File: config.mk
export PLATFORM = sky130hd
export DESIGN_NAME = rom_port_arbiter
export DESIGN_NICKNAME = d
export VERILOG_FILES = /design/src/rtl/rom_arb_pkg.sv /design/src/rtl/rom_resp_pipe.sv /design/src/rtl/rom_port_arbiter.sv
export SDC_FILE = /design/constraint.sdc
export NUM_CORES = 1
export LEC_CHECK = 0
export CAP_MARGIN = 20
export CORE_ASPECT_RATIO = 0.75
export CORE_MARGIN = 2
export CORE_UTILIZATION = 29
export DETAILED_ROUTE_END_ITERATION = 8
export PLACE_DENSITY = 0.86
export SLEW_MARGIN = 20
export SYNTH_ARGS = -nofsm -noshare
export SYNTH_HDL_FRONTEND = slang
export SYNTH_SLANG_ARGS = --single-unit
export TNS_END_PERCENT = 50
File: constraint.sdc
create_clock -name clock -period 3.6 [get_ports clock]
set_input_delay 0.72 -clock clock [delete_from_list [all_inputs] [get_ports clock]]
set_output_delay 0.72 -clock clock [all_outputs]
set_load 0.005 [all_outputs]
File: src/rtl/rom_arb_pkg.sv
// rom_arb_pkg: shared types and latency limits for the ROM port arbiter
package rom_arb_pkg;
  localparam int ROM_LAT_MIN = 1;
  localparam int ROM_LAT_MAX = 3;
  typedef logic req_id_t;
  typedef struct packed {
    logic    valid;
    req_id_t id;
    logic    err;
  } tag_t;
endpackage

File: src/rtl/rom_resp_pipe.sv
// rom_resp_pipe: ROM_LAT-deep tag shift register aligning tags with ROM read data
module rom_resp_pipe
  import rom_arb_pkg::*;
#(
  parameter int ROM_LAT = 1
) (
  input  logic clock,
  input  logic reset,
  input  logic push_valid,
  input  logic push_id,
  input  logic push_err,
  output logic last_valid,
  output logic last_id,
  output logic last_err
);
  tag_t stages [ROM_LAT];
  always_ff @(posedge clock or posedge reset) begin
    if (reset) begin
      for (int i = 0; i < ROM_LAT; i++) stages[i] <= '0;
    end else begin
      stages[0] <= '{valid: push_valid, id: push_id, err: push_err};
      for (int i = 1; i < ROM_LAT; i++) stages[i] <= stages[i-1];
    end
  end
  assign last_valid = stages[ROM_LAT-1].valid;
  assign last_id    = stages[ROM_LAT-1].id;
  assign last_err   = stages[ROM_LAT-1].err;
endmodule

File: src/rtl/rom_port_arbiter.sv
// rom_port_arbiter: round-robin sharing of the instruction-ROM read port between two requesters
module rom_port_arbiter
  import rom_arb_pkg::*;
#(
  parameter int ADDR_W  = 32,
  parameter int DATA_W  = 32,
  parameter int ROM_LAT = 1
) (
  input  logic              clock,
  input  logic              reset,
  input  logic              io_hold,
  input  logic              io_m0_req_valid,
  input  logic [ADDR_W-1:0] io_m0_req_addr,
  output logic              io_m0_req_ready,
  output logic              io_m0_resp_valid,
  output logic [DATA_W-1:0] io_m0_resp_data,
  output logic              io_m0_resp_err,
  input  logic              io_m1_req_valid,
  input  logic [ADDR_W-1:0] io_m1_req_addr,
  output logic              io_m1_req_ready,
  output logic              io_m1_resp_valid,
  output logic [DATA_W-1:0] io_m1_resp_data,
  output logic              io_m1_resp_err,
  output logic              io_rom_ce,
  output logic [ADDR_W-1:0] io_rom_addr,
  input  logic [DATA_W-1:0] io_rom_data
);
  logic              last_grant;
  logic              g0, g1, granted, aligned;
  req_id_t           grant_id;
  logic [ADDR_W-1:0] grant_addr;
  logic              t_valid, t_id, t_err;
  logic [DATA_W-1:0] rdata;
  // on a tie the requester that did not win last time goes first
  assign g0         = !reset && !io_hold && io_m0_req_valid && (!io_m1_req_valid || last_grant);
  assign g1         = !reset && !io_hold && io_m1_req_valid && (!io_m0_req_valid || !last_grant);
  assign granted    = g0 || g1;
  assign grant_id   = g1;
  assign grant_addr = g1 ? io_m1_req_addr : io_m0_req_addr;
  assign aligned    = grant_addr[1:0] == 2'b00;
  assign io_m0_req_ready = g0;
  assign io_m1_req_ready = g1;
  assign io_rom_ce       = granted && aligned;
  assign io_rom_addr     = io_rom_ce ? grant_addr : '0;
  always_ff @(posedge clock or posedge reset) begin
    if (reset) last_grant <= 1'b1;
    else if (granted) last_grant <= grant_id;
  end
  rom_resp_pipe #(.ROM_LAT(ROM_LAT)) u_pipe (
    .clock      (clock),
    .reset      (reset),
    .push_valid (granted),
    .push_id    (grant_id),
    .push_err   (!aligned),
    .last_valid (t_valid),
    .last_id    (t_id),
    .last_err   (t_err)
  );
  // misaligned tags never touched the ROM, so their data is forced to zero
  assign rdata            = t_err ? '0 : io_rom_data;
  assign io_m0_resp_valid = t_valid && !t_id;
  assign io_m0_resp_data  = io_m0_resp_valid ? rdata : '0;
  assign io_m0_resp_err   = io_m0_resp_valid && t_err;
  assign io_m1_resp_valid = t_valid && t_id;
  assign io_m1_resp_data  = io_m1_resp_valid ? rdata : '0;
  assign io_m1_resp_err   = io_m1_resp_valid && t_err;
endmodule

==> run metrics <==
Seq/Total Area, Yosys=under 10%; drt first pass iters=4; total power per unit cell area=115 mW/mm^2; post-CTS setup repair buffer count=0; Die H=about 69 microns; Synth Area in Compound Gates=a little under a quarter; combinational family with the most area after synthesis=simple AND/OR/NAND/NOR gates; H-tree levels=1; CTS hold repair buffers=0; simple-gate share of the synthesized area=50.3%; CTS Buf Count=3; leak pwr=1.39 nW; Sw Ratio=33.5%; largest stage delay on the critical path=approximately 0.55 ns; Max clock buf depth=2; DR WL met2=between 3 and 4 mm; P_int=between 200 and 300 uW; clock power share=23.1%; CP dominant cell by count=clkdlybuf4s50_1; Hold Crit Class=reg -> reg; CP Buf/Inv Count=3; DP HPWL=6.11 mm; RSZ-0062 raised after global routing=false; top sig layer=met4; max_cap viols=0; worst clock skew=approximately 0.0033 ns; vias=2,600; largest area contributor in the netlist=o31ai_2; Synth Area in XOR/XNOR=0%; row count=23; post-synthesis instance total=between 200 and 300; GR Util All Layers=22.2%; grt ovf=0; sequential share of power=a little over an eighth; Final period util=a little over nine tenths; Slew headroom=about three fifths; post-synthesis mux area share=1.21%; Peak VDD IR=78.2 uV; I/O pins=just over 200; crit end category=output port; Final #Nets=565; unique cell type count in the Yosys netlist=24; CTS tree=built; Setup TNS=0 ns; Design Area, Final=between 0.003 and 0.004 sq mm; largest net degree at the start of global routing=35; Final Max Slew Viols=0; Initial DRC Count=97; largest cells by area after synthesis=o31ai_2 20%, nor2_1 15%, nor3b_1 14%, nand4_1 11%, nand2_1 8.0%; full die area=between 0.006 and 0.007 sq mm; CP max-delay cell=clkdlybuf4s50_1; CTS root buffer=clkbuf_8; startpoint types=input port; Initial Util=30.5%; first-pass GRT wire length=around 12 mm; Final setup viols=0; peak fanout along the critical path=20; DRC viols=0; Top Family by Delay on Critical Path=buffers and inverters; remaining antenna violation count=0; met1 wire length=around 3.0 mm; Setup Crit Path Kind=in -> out; Tot Pwr=~430 uW; DP Area=between 0.003 and 0.004 sq mm; min cycle time layout=between 3 and 4 ns; Placer Congestion=between 0.7 and 0.8; Syn Area/Cell=a little under 6 sq um; share of layout cells above drive strength 1=between 10% and 20%; sequence of cells on the critical path=clkdlybuf4s50_1 -> nand2_1 -> and3_2 -> buf_4 -> o31ai_1 -> clkdlybuf4s50_1; IO Port Bufs=roughly 200; die width=between 90 and 100 microns; wire length per cell=14.2 microns; Clock Latency Late Sink=around 0.21 ns; initial antenna violation count=0; Area growth syn-to-layout=126%; Final WS setup=0.229 ns; final hold viol count=0; worst-margin pin slew=around 0.61 ns; most common cell after layout, fill and taps aside=clkdlybuf4s50_1; adder-cell share of the synthesized area=0%; Comb power frac=between 60 and 70%; post-CTS sizing=0; Seq cells post-synth=4; final core occ=just under 70%; status=completed; Detailed Route WL=7.62 mm; Worst Path Arrival=between 2 and 3 ns; Ant. Diodes=0; routed wl met3=about 500 microns; area of the mapped netlist=roughly 0.0017 sq mm; CTS sink cnt=4; number of global-route vias before repair=2,450; Post-Place Setup Slack=approximately 0.23 ns; Req. time, crit path=2.88 ns; routed vias/inst=~4.8; Yosys warnings=0; CORE AREA=0.00541 sq mm; f_max=between 0.2 and 0.3 GHz; share of the synthesized area in the top cell type=20.5%; Switch Pwr=between 100 and 150 uW; Clock Pin Slew Worst Setup and Hold Paths=0.03 ns; most frequent cells in the layout=201 x clkdlybuf4s50_1, 68 x nor2_1, 34 x nand2_1, 32 x inv_1
logic make-up (layout without fill, tap and decap cells):
| kind of cell | Yosys count | count (layout) |
|---|---|---|
| other | 1 | 2 |
| AO/OA/AOI/OAI | 35 | 35 |
| multiplexers | 2 | 2 |
| AND/OR/NAND/NOR | 167 | 167 |
| buffers and inverters | 70 | 253 |
| flip-flops | 4 | 4 |
cell type report:
cell class,count,area (sq um)
clock buffers,4,45.0
fillers,441,1680
inverters,35,131
multi-input cells,206,1250
flip-flops and latches,4,101
well taps,75,93.8
repair buffers,214,2110
sequential cells by signal (all words and copies together) (netlist names):
| register | count |
|---|---|
| last_grant | 1 |
| u_pipe.last_valid | 1 |
| u_pipe.last_err | 1 |
| u_pipe.last_id | 1 |
metal layers:
layer  up-vias  GRT usage, %
li1       1298             -
met1      1162          25.5
met2       130          42.6
met3        10          3.48
met4         0          5.39
met5         -             0
power groups by stage:
| stage | clock network, mW | logic [mW] | registers, mW |
|---|---|---|---|
| 3_5_place_dp | 0 | 0.273 | 0.0562 |
| 6_report | 0.0990 | 0.274 | 0.0560 |
| 5_1_grt | 0.106 | 0.296 | 0.0565 |
| 4_1_cts | 0.101 | 0.274 | 0.0557 |
| 3_3_place_gp | 0 | 0.266 | 0.0557 |
| 2_1_floorplan | 0 | 0.112 | 0.0550 |
Yosys cell counts:
| master | instances |
|---|---|
| nor2_1 | 68 |
| nand2_1 | 35 |
| inv_1 | 32 |
| nand4_1 | 30 |
| nor3b_1 | 30 |
| o31ai_2 | 27 |
| clkbuf_1 | 26 |
| buf_6 | 4 |
| buf_2 | 3 |
| dfrtp_1 | 3 |
| inv_2 | 3 |
| o31ai_1 | 3 |
| a21oi_1 | 2 |
| buf_4 | 2 |
| mux2i_1 | 2 |
| a31oi_1 | 1 |
| and3_1 | 1 |
| conb_1 | 1 |
| dfstp_2 | 1 |
| nand2b_1 | 1 |
| nor2_4 | 1 |
| o211ai_1 | 1 |
| o21a_1 | 1 |
| or2_2 | 1 |
through the flow:
| step | std cells | hold slack [ns] |
|---|---|---|
| detailed placement | 534 | 0.566 |
| global route | 538 | 0.616 |
| CTS | 538 | 0.571 |
| global placement | 534 | 0.523 |
| floorplan | 280 | 0.485 |
| finish | 538 | 0.563 |
worst paths after layout:
kind,start,to,slack (ns),cells after the start
max reg2reg,last_grant,u_pipe.last_err,2.29,4
max,io_m0_req_valid,io_rom_addr[3],0.23,6
min,last_grant,last_grant,0.56,2
max in group asynchronous,reset,last_grant,2.60,2
min reg2reg,last_grant,last_grant,0.56,2
min in group asynchronous,reset,u_pipe.last_err,0.78,2
worst register-to-register path, cell delays in order (launching register included):
cell and delay [ns]:
dfstp_2 0.55, nand2_1 0.07, and3_2 0.22, buf_4 0.21
mux2i_1 0.14
Note: power is estimated with default switching activity, not from simulation.
